[src/rtl/div_sequencer_if.sv]
// Request/result bundle for the iterative divider.
// master: the requester (ALU/mainfsm side); slave: the divider.
interface div_sequencer_if #(
  parameter int WIDTH = 32
);
  logic             start;
  logic             flush;
  logic             is_signed;
  logic [WIDTH-1:0] dividend;
  logic [WIDTH-1:0] divisor;
  logic             busy;
  logic             stall;
  logic             done;
  logic [WIDTH-1:0] quotient;
  logic [WIDTH-1:0] remainder;
  logic             div_by_zero;

  modport master (
    output start, flush, is_signed, dividend, divisor,
    input  busy, stall, done, quotient, remainder, div_by_zero
  );

  modport slave (
    input  start, flush, is_signed, dividend, divisor,
    output busy, stall, done, quotient, remainder, div_by_zero
  );
endinterface

[src/rtl/div_sequencer.sv]
// Iterative radix-2 restoring divider with its own sequencing FSM.
// IDLE -> PREP (abs values) -> ITER x WIDTH -> FIX (sign) -> DONE.
// Divide-by-zero short-cuts PREP -> DONE with all-ones quotient.
module div_sequencer #(
  parameter int WIDTH = 32
) (
  input logic              clk,
  input logic              reset,
  div_sequencer_if.slave   bus
);

  localparam int CW = (WIDTH > 1) ? $clog2(WIDTH) : 1;

  typedef enum logic [2:0] {
    IDLE = 3'd0,
    PREP = 3'd1,
    ITER = 3'd2,
    FIX  = 3'd3,
    DONE = 3'd4
  } state_t;

  state_t           state, nxt;
  logic [CW-1:0]    cnt;

  // operands as captured on the accepted start
  logic [WIDTH-1:0] a_raw, b_raw;
  logic             sgn;

  // working registers: num ends up holding the unsigned quotient
  logic [WIDTH-1:0] num, den, rem;
  logic             q_neg, r_neg;

  // architectural results
  logic [WIDTH-1:0] quo_q, rem_q;
  logic             dbz_q;

  logic             accept;
  logic             b_zero;
  logic [WIDTH-1:0] a_abs, b_abs;
  logic [WIDTH:0]   rem_sh, trial;
  logic             trial_ok;

  assign accept = bus.start & ~bus.flush & ((state == IDLE) | (state == DONE));
  assign b_zero = (b_raw == '0);

  // magnitude only matters for signed operands; unsigned pass straight through
  assign a_abs = (sgn & a_raw[WIDTH-1]) ? -a_raw : a_raw;
  assign b_abs = (sgn & b_raw[WIDTH-1]) ? -b_raw : b_raw;

  // one restoring step: rem < den always holds, so WIDTH+1 bits hold the trial
  assign rem_sh   = {rem, num[WIDTH-1]};
  assign trial    = rem_sh - {1'b0, den};
  assign trial_ok = ~trial[WIDTH];

  // state register
  always_ff @(posedge clk or negedge reset) begin
    if (!reset) state <= IDLE;
    else        state <= nxt;
  end

  // next-state logic; flush overrides everything, including start
  always_comb begin
    nxt = state;
    if (bus.flush) begin
      nxt = IDLE;
    end else begin
      case (state)
        IDLE:    if (bus.start) nxt = PREP;
        PREP:    nxt = b_zero ? DONE : ITER;
        ITER:    if (cnt == '0) nxt = FIX;
        FIX:     nxt = DONE;
        DONE:    nxt = bus.start ? PREP : IDLE;
        default: nxt = IDLE;
      endcase
    end
  end

  // status outputs decoded from state
  always_comb begin
    bus.busy  = 1'b0;
    bus.done  = 1'b0;
    case (state)
      PREP, ITER, FIX: bus.busy = 1'b1;
      DONE:            bus.done = 1'b1;
      default:         ;
    endcase
    bus.stall = bus.busy;
  end

  assign bus.quotient    = quo_q;
  assign bus.remainder   = rem_q;
  assign bus.div_by_zero = dbz_q;

  // datapath: operand capture, prep, shift/subtract steps and sign fix-up
  always_ff @(posedge clk or negedge reset) begin
    if (!reset) begin
      cnt   <= '0;
      a_raw <= '0;
      b_raw <= '0;
      sgn   <= 1'b0;
      num   <= '0;
      den   <= '0;
      rem   <= '0;
      q_neg <= 1'b0;
      r_neg <= 1'b0;
      quo_q <= '0;
      rem_q <= '0;
      dbz_q <= 1'b0;
    end else begin
      if (accept) begin
        a_raw <= bus.dividend;
        b_raw <= bus.divisor;
        sgn   <= bus.is_signed;
        dbz_q <= 1'b0;
      end
      // a flushed operation must not touch the held results
      if (!bus.flush) begin
        case (state)
          PREP: begin
            num   <= a_abs;
            den   <= b_abs;
            rem   <= '0;
            q_neg <= sgn & (a_raw[WIDTH-1] ^ b_raw[WIDTH-1]);
            r_neg <= sgn & a_raw[WIDTH-1];
            cnt   <= CW'(WIDTH - 1);
            if (b_zero) begin
              quo_q <= '1;
              rem_q <= a_raw;
              dbz_q <= 1'b1;
            end
          end
          ITER: begin
            num <= {num[WIDTH-2:0], trial_ok};
            rem <= trial_ok ? trial[WIDTH-1:0] : rem_sh[WIDTH-1:0];
            cnt <= cnt - CW'(1);
          end
          FIX: begin
            quo_q <= q_neg ? -num : num;
            rem_q <= r_neg ? -rem : rem;
          end
          default: ;
        endcase
      end
    end
  end

endmodule

[src/flat_wrapper.sv]
// flat-port wrapper written by rule: the top's interface ports become plain ports
module div_sequencer_flat 
#(
  parameter int WIDTH = 32
)
  (clk, reset, bus_start, bus_flush, bus_is_signed, bus_dividend, bus_divisor, bus_busy, bus_stall, bus_done, bus_quotient, bus_remainder, bus_div_by_zero);
  div_sequencer_if #(.WIDTH(WIDTH)) bus_i ();
  input logic clk;
  input logic reset;
  input wire logic [$bits(bus_i.start)-1:0] bus_start;
  input wire logic [$bits(bus_i.flush)-1:0] bus_flush;
  input wire logic [$bits(bus_i.is_signed)-1:0] bus_is_signed;
  input wire logic [$bits(bus_i.dividend)-1:0] bus_dividend;
  input wire logic [$bits(bus_i.divisor)-1:0] bus_divisor;
  output wire logic [$bits(bus_i.busy)-1:0] bus_busy;
  output wire logic [$bits(bus_i.stall)-1:0] bus_stall;
  output wire logic [$bits(bus_i.done)-1:0] bus_done;
  output wire logic [$bits(bus_i.quotient)-1:0] bus_quotient;
  output wire logic [$bits(bus_i.remainder)-1:0] bus_remainder;
  output wire logic [$bits(bus_i.div_by_zero)-1:0] bus_div_by_zero;
  assign bus_i.start = bus_start;
  assign bus_i.flush = bus_flush;
  assign bus_i.is_signed = bus_is_signed;
  assign bus_i.dividend = bus_dividend;
  assign bus_i.divisor = bus_divisor;
  assign bus_busy = bus_i.busy;
  assign bus_stall = bus_i.stall;
  assign bus_done = bus_i.done;
  assign bus_quotient = bus_i.quotient;
  assign bus_remainder = bus_i.remainder;
  assign bus_div_by_zero = bus_i.div_by_zero;
  div_sequencer #(.WIDTH(WIDTH)) u_core (.clk(clk), .reset(reset), .bus(bus_i));
endmodule
[config.mk]
export PLATFORM = sky130hd
export DESIGN_NAME = div_sequencer_flat
export DESIGN_NICKNAME = d
export VERILOG_FILES = /design/src/rtl/div_sequencer_if.sv /design/src/rtl/div_sequencer.sv /design/src/flat_wrapper.sv
export SDC_FILE = /design/constraint.sdc
export NUM_CORES = 1
export LEC_CHECK = 0
export CAP_MARGIN = 20
export CORE_MARGIN = 2
export CORE_UTILIZATION = 45
export DETAILED_ROUTE_END_ITERATION = 8
export PLACE_DENSITY = 0.72
export SYNTH_ARGS = -nofsm -noshare
export SYNTH_HDL_FRONTEND = slang
export SYNTH_SLANG_ARGS = --single-unit
[constraint.sdc]
create_clock -name clk -period 3.56 [get_ports clk]
set_input_delay 0.712 -clock clk [delete_from_list [all_inputs] [get_ports clk]]
set_output_delay 0.712 -clock clk [all_outputs]
set_load 0.02 [all_outputs]
Word level (Yosys, flattened, before mapping)
Index checks and enable logic that the tools add are counted.
- register bits after elaboration: 236
- input port bits: 69
- output and inout bits: 68
- word-level logic and storage cells: 69
- add/sub/neg operators: 6
- equality and inequality tests: 7
- mux-type cells: 24
- bitwise operators: 9
- reduce and logical (&&, ||, !) cells: 10
- operator list (operator ; number):
    $pmux W32 S2 ; 4
    $mux W32 ; 7
    $neg A32 Y32 ; 4
    $sub A33 B32 Y33 ; 1
    $logic_not A32 Y1 ; 1
    $pmux W3 S5 ; 1
    $mux W3 ; 4
    $pmux W5 S2 ; 1
    $mux W1 ; 7
    $eq A3 B2 Y1 const B ; 2
    $reduce_and A2 Y1 ; 3
    $and A1 B1 Y1 ; 5
    $logic_not A5 Y1 ; 1
    $sub A5 B1 Y5 const B ; 1
    $reduce_bool A2 Y1 ; 2
    $eq A3 B1 Y1 const B ; 1
    $eq A3 B3 Y1 const B ; 1
    $logic_not A3 Y1 ; 1
    $ne A3 B2 Y1 const B ; 1
    $ne A3 B3 Y1 const B ; 1
    $reduce_and A3 Y1 ; 1
    $reduce_or A3 Y1 ; 1
    $ne A2 B1 Y1 const B ; 1
    $not A1 Y1 ; 2
    2 further kinds ; 2

Depth between registers and ports, before layout
Gate-level depths: netlist of the first run.
- depth in word-level cells: 7
- depth in mapped cells: 13
- gate-level depth less buffers: 12

Worst setup path after synthesis of the first run
No wires, ideal clock.
- kind: register to register
- from: register u_core.num[31]
- to: register u_core.rem[29]
- library setup time: 0.126 ns
- arrival: 2.861 ns
- data required time: 3.434 ns
- slack: 0.573 ns
- cell stages (with the launch flop): 14
- path buffers: 1
- period minus slack after synthesis: 2.987 ns
- cells stage by stage: dfrtp_1 > inv_1 > ha_1 > fa_1 > nor2b_1 > o31a_1 > o22ai_2 > o31ai_2 > o21ai_2 > o41ai_4 > xnor2_1 > clkbuf_1 > nor3_1 > a221o_1
- longest elaborated chain between the ends: 3
- RTL lines (item ; RTL line ; RTL):
    start: declaration ; div_sequencer.sv:30 ; logic [WIDTH-1:0] num, den, rem;
    start signal: assignment ; div_sequencer.sv:120 ; num <= a_abs;
    start signal: assignment ; div_sequencer.sv:133 ; num <= {num[WIDTH-2:0], trial_ok};
    $sub A33 B32 Y33 ; div_sequencer.sv:52 ; assign trial = rem_sh - {1'b0, den};
    $mux W32 ; div_sequencer.sv:134 ; rem <= trial_ok ? trial[WIDTH-1:0] : rem_sh[WIDTH-1:0];
    $pmux W32 S2 ; div_sequencer.sv:118 ; case (state)
    end signal: assignment ; div_sequencer.sv:134 ;
    end: declaration ; div_sequencer.sv:30 ;
Every way passes these cells.
A chain may end at the register's enable or synchronous reset.

Worst setup path in the final report of the first run
- from: register u_core.rem[12]
- to: register u_core.rem[12]
- longest elaborated chain between the ends: 3
- RTL lines (item ; RTL line):
    $sub A33 B32 Y33 ; div_sequencer.sv:52
    $mux W32 ; div_sequencer.sv:134
    $pmux W32 S2 ; div_sequencer.sv:118
Every way passes these cells.

==> out/qor.yml, run 1 <==
global_routing:
  grt_use_met1: 0.324
  grtUsageMet3: 0.0292
  gr-max-usage-layer: "met2"
  grt_max_degree: 82
  grt-ovfl-total: 0
  grt_pass1_vias: 11500
  grt_pass1_wl_um: 61800
  antenna_found_initial: 0
  grtUsageTotal: 0.231
  grt_use_met2: 0.379
power:
  ir_drop_mv: 0.454
  pwr_density_cell_nw_per_um2: 881
  leakagePower_nw: 7.30
die:
  rows: 64
  dieArea_um2: 32800
  die_w_um: 181
  start_util: 0.458
  io_pins: 137
  die_h_um: 181
  design.core.area_um2: 30700
synth:
  ys_top_cells_by_area: "dfrtp_1 (42%), xor2_1 (5.3%), o21ai_0 (5.1%)"
  synth_cell_types: 78
  syn_nets: 1701
  synth_top_cell_by_area: "dfrtp_1"
  syn_area_um2: 14100
  yosysTopAreaCellShare: 0.419
  synth_edf_count: 0
  ys_async_sr_fraction: 1.00
  syn_area_per_cell_um2: 8.85
  synth.yosys.warnings: 0
  ys.flop_type: "dfrtp_1"
  postSynthRegisterBits: 236
  netlist_instances: 1593
  seq_area_frac_synth: 0.419
setup_path:
  critPathTopFamily: "compound AO/OA/AOI/OAI gates"
  r2r_slack_ns: 0.29
  worstSetupEndpointType: "register"
  crit_buf_inv: 1
  crit-reg2reg-capture: "u_core.rem[12]"
  required_ns: 3.97
  cpPeakStageDelay_ns: 0.48
  path_max_fanout: 10
  path_cells: "ha_1, nand4_1, or3_4, o31ai_2, o21ai_2, o41ai_4, xnor2_2, buf_4, nor3_1, a221o_1"
  crit_slowest_cell: "ha_1"
  cp.arrival_ns: 3.68
  path_class: "register to register"
  rr_startpoint: "u_core.rem[12]"
  critPathLaunchType: "register"
  worstRegToRegCells: 10
clocking:
  post_cts_buffers: 0
  cts_buffers: 27
  path_clk_slew_ns: 0.06
  cts_buffer_depth: 3
  hold_buffers: 0
  post_cts_resized: 0
  clock_latency_ns: 0.55
  h-tree-depth: 1
  root_buffer: "clkbuf_16"
  cts_tree: "built"
  clock-sinks: 236
sta:
  slew_headroom: 0.383
  max_freq_mhz: 305
  rsz0062_at_grt: "false"
  finClkSkew_ns: 0.0250
  timing.final.crit_share: 0.920
  setup_tns_ns: 0
  tightest_slew_ns: 0.923
  setup_viol: 0
  min_period_ns: 3.27
  slew_viol_final: 0
  finalHoldViolCount: 0
  whs_ns: 0.146
route:
  drc_errors: 0
  initialDrtViolationCount: 904
  vias: 11900
  antenna_left: 0
  vias_per_cell: 5.64
  dr.pass1.iters: 5
  wl_per_cell_um: 17.9
  wirelength_um: 37900
placement:
  place_hpwl_um: 27900
  gp_congestion: 0.911
  place_inst: 2067
  io_buffers: 136
  placed_area_um2: 15900
cells_and_area:
  num_antenna_cells: 0
  design_area_um2: 17000
  fin_cells: 2117
  nNetsFinal: 1809
  areaGrowthSynthToFinish_pct: 20.3
  n_fill_cell: 2754
  drive_above_1_share: 0.106
run:
  maxCapViolCount: 0
status:
  status: "finished, final reports clean"
min_path:
  hold_class: "primary input to asynchronous set/reset pin"
## flip-flops by register name, indices dropped and copies added, names as in the netlist
name                    count
u_core.bus.quotient        32
u_core.bus.remainder       32
u_core.a_raw               32
u_core.sgn                  1
u_core.num                 32
u_core.q_neg                1
u_core.r_neg                1
u_core.bus.div_by_zero      1
u_core.cnt                  5
u_core.b_raw               32
u_core.state                3
u_core.den                 32
u_core.rem                 32
## synthesized netlist by cell type (20+ instances only)
cell type,count
or3_1,20
clkbuf_1,74
nor3_1,22
mux2_2,59
xor2_1,85
nand3_1,69
o31ai_1,20
nor2_1,146
a31oi_1,42
nand2_1,187
a21oi_1,125
dfrtp_1,236
inv_1,53
xnor2_1,59
ha_1,38
o21ai_0,145
## how the worst max path moves through the flow
stage / from / to / depth (start not counted)
after floorplan: u_core.num[31] / u_core.rem[29] / 13
after global placement: bus_flush / u_core.num[24] / 8
after detailed placement: u_core.rem[12] / u_core.rem[12] / 10
after CTS: u_core.rem[12] / u_core.rem[12] / 10
after global routing: u_core.rem[0] / u_core.rem[4] / 12
final: u_core.rem[12] / u_core.rem[12] / 10
## final cells by class
class	count	area [um2]	area share
clock buffers	31	721	0.0425
clock inverters	18	284	0.0168
inverters	55	206	0.0122
multi-input cells	1207	7600	0.448
flip-flops and latches	236	5910	0.348
well taps	396	495	0.0292
repair buffers	174	1740	0.103
## where the power goes
group	internal [mW]	leakage, nW	switching (mW)
sequential	3.54	2.93	1.14
combinational	3.07	3.88	4.07
clock	1.96	0.488	1.15
total	8.57	7.30	6.37
## layer usage
layer,share of wire,vias up
met2,0.46,397
met5,0,-
met1,0.45,5649
met3,0.057,56
li1,-,5830
met4,0.026,0
## cell families after synthesis
logic type | count (synthesis) | synth area share
AOI/OAI and AO/OA | 427 | 0.182
xor gates and xnor gates | 145 | 0.0906
adders and majority gates | 39 | 0.0352
buffers and inverters | 150 | 0.0444
DFF | 236 | 0.419
muxes | 64 | 0.0507
and+or+nand+nor | 532 | 0.178
## layout by cell type, fill, tap and decap left out, types with 42 or more instances in the layout
cell,instances
a21oi_1,125
mux2_2,59
xor2_1,85
xnor2_1,58
nor2_1,144
dfrtp_1,236
o21ai_0,145
nand3_1,69
a31oi_1,42
clkdlybuf4s50_1,135
nand2_1,186
inv_1,53
## stage by stage
stage / worst slack [ns] / util / total power [mW]
final: 0.286 / 0.551 / 14.9
after global routing: 0.0164 / 0.551 / 16.0
after CTS: 0.303 / 0.551 / 15.0
after detailed placement: 0.317 / 0.518 / 11.8
after global placement: 0.367 / 0.518 / 11.7
after floorplan: 0.573 / - / 9.43
Note: power is estimated with default switching activity, not from simulation.
==> run 2, diff against run 1 <==
--- a/config.mk
+++ b/config.mk
@@ -9,6 +9,7 @@
 export CORE_MARGIN = 2
 export CORE_UTILIZATION = 45
 export DETAILED_ROUTE_END_ITERATION = 8
+export GPL_TIMING_DRIVEN = 0
 export PLACE_DENSITY = 0.72
 export SYNTH_ARGS = -nofsm -noshare
 export SYNTH_HDL_FRONTEND = slang
==> run 2 against run 1 <==
  * Fmax decreased by 4.7%
  * Routed wire length grew 7.1%
  * Via count up 4.5%
  * Hold slack got worse by 0.028 ns
  * Critical endpoint is now u_core.rem[1]
  * Worst setup slack worse by 0.16 ns
  * Clock skew shrank 0.0044 ns
  * Critical path type unchanged
  * Critical path depth increased by 4
  * Final cell count grew 3.0%
==> out/qor.yml, run 2 (same netlist as run 1, synthesis figures left out) <==
status:
  status: "finished, final reports clean"  # unchanged
cells_and_area:
  areaGrowthSynthToFinish_pct: 20.6  # was 20.3%
  fin_cells: 2181  # was 2117
  nNetsFinal: 1875  # was 1809
  design_area_um2: 17000  # about the same
  fin_util: 0.553  # was 0.551
  drive_above_1_share: 0.0936  # was 0.106
  layout_commonest_cell: "dfrtp_1"  # unchanged
  layout_common_cells: "dfrtp_1 (235), nand2_1 (187), nor2_1 (146), o21ai_0 (145), clkdlybuf4s50_1 (135)"  # was dfrtp_1 (236), nand2_1 (186), o21ai_0 (145), nor2_1 (144), clkdlybuf4s50_1 (135)
  num_antenna_cells: 0  # unchanged
sta:
  max_freq_mhz: 291  # was 305 MHz
  finalHoldViolCount: 0  # unchanged
  tightest_slew_ns: 1.13  # was 0.923 ns
  finClkSkew_ns: 0.0206  # was 0.0250 ns
  min_period_ns: 3.43  # was 3.27 ns
  setup_viol: 0  # unchanged
  slew_viol_final: 0  # unchanged
  final.setup.worst_slack_ns: 0.126  # was 0.286 ns
  timing.final.crit_share: 0.965  # was 0.920
  slew_headroom: 0.246  # was 0.383
setup_path:
  cp.arrival_ns: 3.91  # was 3.68 ns
  crit-reg2reg-capture: "u_core.rem[1]"  # was u_core.rem[12]
  required_ns: 4.04  # was 3.97 ns
  worstRegToRegCells: 14  # was 10
  rr_startpoint: "u_core.num[31]"  # was u_core.rem[12]
  worstSetupEndpointType: "register"  # unchanged
  path_class: "register to register"  # unchanged
  path_max_fanout: 6  # was 10
  r2r_slack_ns: 0.13  # was 0.29 ns
  critPathLaunchType: "register"  # unchanged
die:
  design.core.area_um2: 30700  # unchanged
  die_w_um: 181  # unchanged
  die_h_um: 181  # unchanged
  io_pins: 137  # unchanged
  dieArea_um2: 32800  # unchanged
  start_util: 0.458  # unchanged
  rows: 64  # unchanged
clocking:
  cts_buffers: 27  # unchanged
  hold_buffers: 0  # unchanged
  root_buffer: "clkbuf_16"  # unchanged
  cts_buffer_depth: 3  # unchanged
  clock_latency_ns: 0.55  # about the same
  h-tree-depth: 1  # unchanged
  clock-sinks: 236  # unchanged
  cts_tree: "built"  # unchanged
  path_clk_slew_ns: 0.06  # about the same
power:
  p_sw_frac: 0.438  # was 0.426
  ir_drop_mv: 0.482  # was 0.454 mV
  leakagePower_nw: 7.26  # was 7.30 nW
  switchingPower_mw: 6.40  # was 6.37 mW
  pwr_density_cell_nw_per_um2: 860  # was 881 nW/um2
  pwr-share-comb: 0.495  # was 0.478
  p_int_mw: 8.20  # was 8.57 mW
  p_clk_frac: 0.186  # was 0.208
  seqPwrFrac: 0.319  # was 0.314
  p_total_mw: 14.6  # was 14.9 mW
global_routing:
  grt_max_degree: 89  # was 82
  grtUsageTotal: 0.247  # was 0.231
  grt_use_met1: 0.332  # was 0.324
  antenna_found_initial: 0  # unchanged
  grt_pass1_wl_um: 65600  # was 61800 um
  grt-ovfl-total: 0  # unchanged
  grt_use_met2: 0.413  # was 0.379
  grt_pass1_vias: 12300  # was 11500
  grtUsageMet3: 0.0341  # was 0.0292
  gr-max-usage-layer: "met2"  # unchanged
route:
  wirelength_um: 40500  # was 37900 um
  antenna_left: 0  # unchanged
  vias_per_cell: 5.72  # was 5.64
  wl_per_cell_um: 18.6  # was 17.9 um
  dr.pass1.iters: 5  # unchanged
  vias: 12500  # was 11900
  initialDrtViolationCount: 979  # was 904
  drc_errors: 0  # unchanged
placement:
  io_buffers: 136  # unchanged
  place_inst: 2130  # was 2067
  gp_congestion: 0.928  # was 0.911
  place_hpwl_um: 31100  # was 27900 um
  dpl_worst_slack_ns: -0.104  # was 0.317 ns
  placed_area_um2: 16000  # was 15900 um2
min_path:
  hold_class: "primary input to asynchronous set/reset pin"  # unchanged
run:
  maxCapViolCount: 0  # unchanged
[run 2: per-stage QoR]
step / TNS (ns) / hold WS [ns]
floorplan: 0 / 0.416
global placement: -1954.18 / 0.462
detailed placement: -0.288 / 0.470
CTS: 0 / 0.139
global route: -0.00165 / 0.160
finish: 0 / 0.118
[run 2: power groups by stage]
stage                     Combinational, mW  Clock (mW)  Sequential (mW)
after global routing                   8.00        2.88             4.78
after floorplan                        4.85           0             4.58
after global placement                 6.84           0             4.65
final                                  7.23        2.72             4.66
after CTS                              7.13        2.75             4.63
after detailed placement               6.98           0             4.67
[run 2: per-layer routing]
layer | up-vias | part of all wire | wire length [um]
met5 | - | 0 | 0
met2 | 392 | 0.47 | 19200
met4 | 0 | 0.030 | 1200
li1 | 5967 | - | -
met3 | 70 | 0.057 | 2310
met1 | 6040 | 0.44 | 17800
[run 2: worst max-delay path by stage]
stage | slack (ns) | cells past startpoint | start | end
floorplan | 0.57 | 13 | u_core.num[31] | u_core.rem[29]
global placement | -8.18 | 1 | reset | u_core.bus.div_by_zero
detailed placement | -0.10 | 12 | u_core.rem[0] | u_core.rem[12]
CTS | 0.02 | 13 | u_core.rem[0] | u_core.rem[1]
global route | -0.002 | 14 | u_core.num[31] | u_core.rem[1]
finish | 0.13 | 14 | u_core.num[31] | u_core.rem[1]
[run 2: cell type report]
| type | count | area (um2) |
|---|---|---|
| Buffer | 95 | 424 |
| Timing Repair Buffer | 145 | 1480 |
| Clock inverter | 10 | 86.3 |
| Clock buffer | 37 | 773 |
| Tap cell | 396 | 495 |
| Inverter | 55 | 206 |
| Fill cell | 2744 | 13800 |
| Multi-Input combinational cell | 1207 | 7620 |
| Sequential cell | 236 | 5910 |
[run 2: critical path, stage by stage (launching register included)]
cell and delay (ns):
dfrtp_1 0.32, inv_1 0.12, ha_1 0.24, fa_1 0.42, nor2b_2 0.15, o31a_1 0.24, o22ai_4 0.14, o31ai_2 0.28
o21ai_2 0.13, o41ai_4 0.35, buf_4 0.21, xor2_4 0.23, buf_6 0.16, mux2i_1 0.21, a22o_1 0.15
[run 2: what timing repair did]
item | CTS | global route
pin swaps | 1 | 3
setup buffers | 3 | 1
resized for setup | 5 | 7
setup endpoints to repair | 9 | 88
==> run 3, diff against run 2 <==
--- a/config.mk
+++ b/config.mk
@@ -11,6 +11,8 @@
 export DETAILED_ROUTE_END_ITERATION = 8
 export GPL_TIMING_DRIVEN = 0
 export PLACE_DENSITY = 0.72
+export REMOVE_ABC_BUFFERS = 1
+export SKIP_CTS_REPAIR_TIMING = 1
 export SYNTH_ARGS = -nofsm -noshare
 export SYNTH_HDL_FRONTEND = slang
 export SYNTH_SLANG_ARGS = --single-unit
==> run 3 against run 2 <==
  * Sequential power about the same
  * Flip-flop and latch count stayed put
  * Final area rose by 0.85%
  * Count of clock-buffer cells in the layout shrank 1
  * Sequential share of layout area fell by 0.29 points
==> out/qor.yml, run 3 (same netlist as run 1, synthesis figures left out) <==
status:
  status: "finished, final reports clean"  # unchanged
cells_and_area:
  fin_util: 0.557  # was 0.553
  layout_common_cells: "dfrtp_1 (234), nand2_1 (184), o21ai_0 (145), nor2_1 (144), clkdlybuf4s50_1 (135)"  # was dfrtp_1 (235), nand2_1 (187), nor2_1 (146), o21ai_0 (145), clkdlybuf4s50_1 (135)
  n_fill_cell: 2703  # was 2744
  areaGrowthSynthToFinish_pct: 21.6  # was 20.6%
  num_antenna_cells: 0  # unchanged
  design_area_um2: 17100  # was 17000 um2
  register_area_um2: 5910  # about the same
  nNetsFinal: 1815  # was 1875
  drive_above_1_share: 0.114  # was 0.0936
  layout_commonest_cell: "dfrtp_1"  # unchanged
  multi_input_area_um2: 7740  # was 7620 um2
placement:
  dpl_worst_slack_ns: -0.724  # was -0.104 ns
  placed_area_um2: 15900  # was 16000 um2
  place_hpwl_um: 25700  # was 31100 um
  io_buffers: 136  # unchanged
  gp_congestion: 0.876  # was 0.928
route:
  wirelength_um: 36100  # was 40500 um
  antenna_left: 0  # unchanged
  drc_errors: 0  # unchanged
  wl_per_cell_um: 17.1  # was 18.6 um
  dr.pass1.iters: 5  # unchanged
  initialDrtViolationCount: 710  # was 979
  vias: 11900  # was 12500
  vias_per_cell: 5.63  # was 5.72
sta:
  max_freq_mhz: 291  # about the same
  tightest_slew_ns: 1.01  # was 1.13 ns
  timing.final.crit_share: 0.964  # was 0.965
  final.setup.worst_slack_ns: 0.129  # was 0.126 ns
  slew_headroom: 0.326  # was 0.246
  slew_viol_final: 0  # unchanged
  min_period_ns: 3.43  # about the same
  finalHoldViolCount: 0  # unchanged
  finClkSkew_ns: 0.0294  # was 0.0206 ns
  whs_ns: 0.00928  # was 0.118 ns
  setup_viol: 0  # unchanged
power:
  p_sw_frac: 0.423  # was 0.438
  p_int_mw: 8.52  # was 8.20 mW
  p_clk_frac: 0.184  # was 0.186
  seqPwrFrac: 0.317  # was 0.319
  ir_drop_mv: 0.482  # about the same
  pwr-share-comb: 0.498  # was 0.495
  pwr_density_cell_nw_per_um2: 862  # was 860 nW/um2
  p_total_mw: 14.8  # was 14.6 mW
  switchingPower_mw: 6.25  # was 6.40 mW
  leakagePower_nw: 7.34  # was 7.26 nW
setup_path:
  path_max_fanout: 6  # unchanged
  r2r_slack_ns: 0.13  # about the same
  required_ns: 4.04  # about the same
  worstSetupEndpointType: "register"  # unchanged
  cpPeakStageDelay_ns: 0.44  # was 0.42 ns
  worstRegToRegCells: 15  # was 14
  crit-reg2reg-capture: "u_core.rem[0]"  # was u_core.rem[1]
  critPathLaunchType: "register"  # unchanged
  crit_slowest_cell: "o41ai_4"  # was fa_1
  path_cells: "inv_2, ha_2, fa_2, nor2b_2, o31a_1, o22ai_4, o31ai_4, o21ai_4, o41ai_4, buf_4, xor2_4, buf_12, buf_8, mux2i_1, a22o_1"  # was inv_1, ha_1, fa_1, nor2b_2, o31a_1, o22ai_4, o31ai_2, o21ai_2, o41ai_4, buf_4, xor2_4, buf_6, mux2i_1, a22o_1
  rr_startpoint: "u_core.num[31]"  # unchanged
  cp.arrival_ns: 3.91  # about the same
  path_class: "register to register"  # unchanged
global_routing:
  grtUsageTotal: 0.210  # was 0.247
  antenna_found_initial: 1  # was 0
  grt_max_degree: 103  # was 89
  grt_pass1_vias: 11200  # was 12300
  grt-ovfl-total: 0  # unchanged
  grt_pass1_wl_um: 57200  # was 65600 um
die:
  dieArea_um2: 32800  # unchanged
  design.core.area_um2: 30700  # unchanged
  rows: 64  # unchanged
  start_util: 0.458  # unchanged
  die_h_um: 181  # unchanged
  die_w_um: 181  # unchanged
  io_pins: 137  # unchanged
clocking:
  cts_buffers: 27  # unchanged
  path_clk_slew_ns: 0.06  # about the same
  clock_latency_ns: 0.56  # was 0.55 ns
  root_buffer: "clkbuf_16"  # unchanged
  h-tree-depth: 1  # unchanged
  clock-sinks: 236  # unchanged
  cts_buffer_depth: 3  # unchanged
  cts_tree: "built"  # unchanged
run:
  maxCapViolCount: 0  # unchanged
min_path:
  hold_class: "primary input to asynchronous set/reset pin"  # unchanged
run 3: changes by cell type in the layout (fill, tap and decap cells not counted), moves of 4 or more:
cell / change
ha_1: -4
buf_4: +10
buf_12: +7
clkbuf_1: -71
buf_2: -6
clkbuf_16: +4
buf_1: -4
run 3: routing by layer:
metal	part of all wire	wire length (um)	vias up	track usage
met4	0.039	1390	0	0.0764
met2	0.48	17500	351	0.353
li1	-	-	5858	-
met5	0	0	-	0
met1	0.43	15400	5638	0.283
met3	0.051	1850	82	0.0224
run 3: cell type report:
class                      count  area share
clock buffer                  36      0.0437
clock inverter                 9     0.00664
inverter                      55      0.0121
multi-input combinational   1209       0.452
sequential                   236       0.345
tap                          396      0.0289
timing repair buffer         178       0.112
run 3: worst max-delay path by stage:
stage | startpoint | to | slack [ns]
global placement | reset | u_core.b_raw[4] | -8.13
floorplan | bus_flush | u_core.a_raw[10] | -2.56
detailed placement | u_core.b_raw[2] | u_core.bus.remainder[27] | -0.72
CTS | u_core.b_raw[2] | u_core.bus.remainder[27] | -0.73
finish | u_core.num[31] | u_core.rem[0] | 0.13
global route | u_core.rem[13] | u_core.rem[0] | -0.01
run 3: power by group through the flow:
stage	clock network (mW)	logic (mW)	registers, mW
5_1_grt	2.89	8.17	4.83
3_5_place_dp	0	6.69	4.68
4_1_cts	2.77	6.73	4.64
3_3_place_gp	0	6.44	4.63
6_report	2.72	7.36	4.68
2_1_floorplan	0	4.65	4.64
run 3: stage by stage:
stage | std cells | setup TNS [ns]
finish | 2119 | 0
global route | 2119 | -0.0187
CTS | 2092 | -27.91
detailed placement | 2047 | -27.07
global placement | 2030 | -2659.78
floorplan | 1498 | -227.76
run 3: worst max-delay path, delay by kind of cell (launching register included):
family	cells	cell delay, ns
xor+xnor	1	0.16
buf+inv	4	0.58
simple gates	1	0.14
mux	1	0.19
fa+ha+maj	2	0.57
flops	1	0.34
compound gates	6	1.36
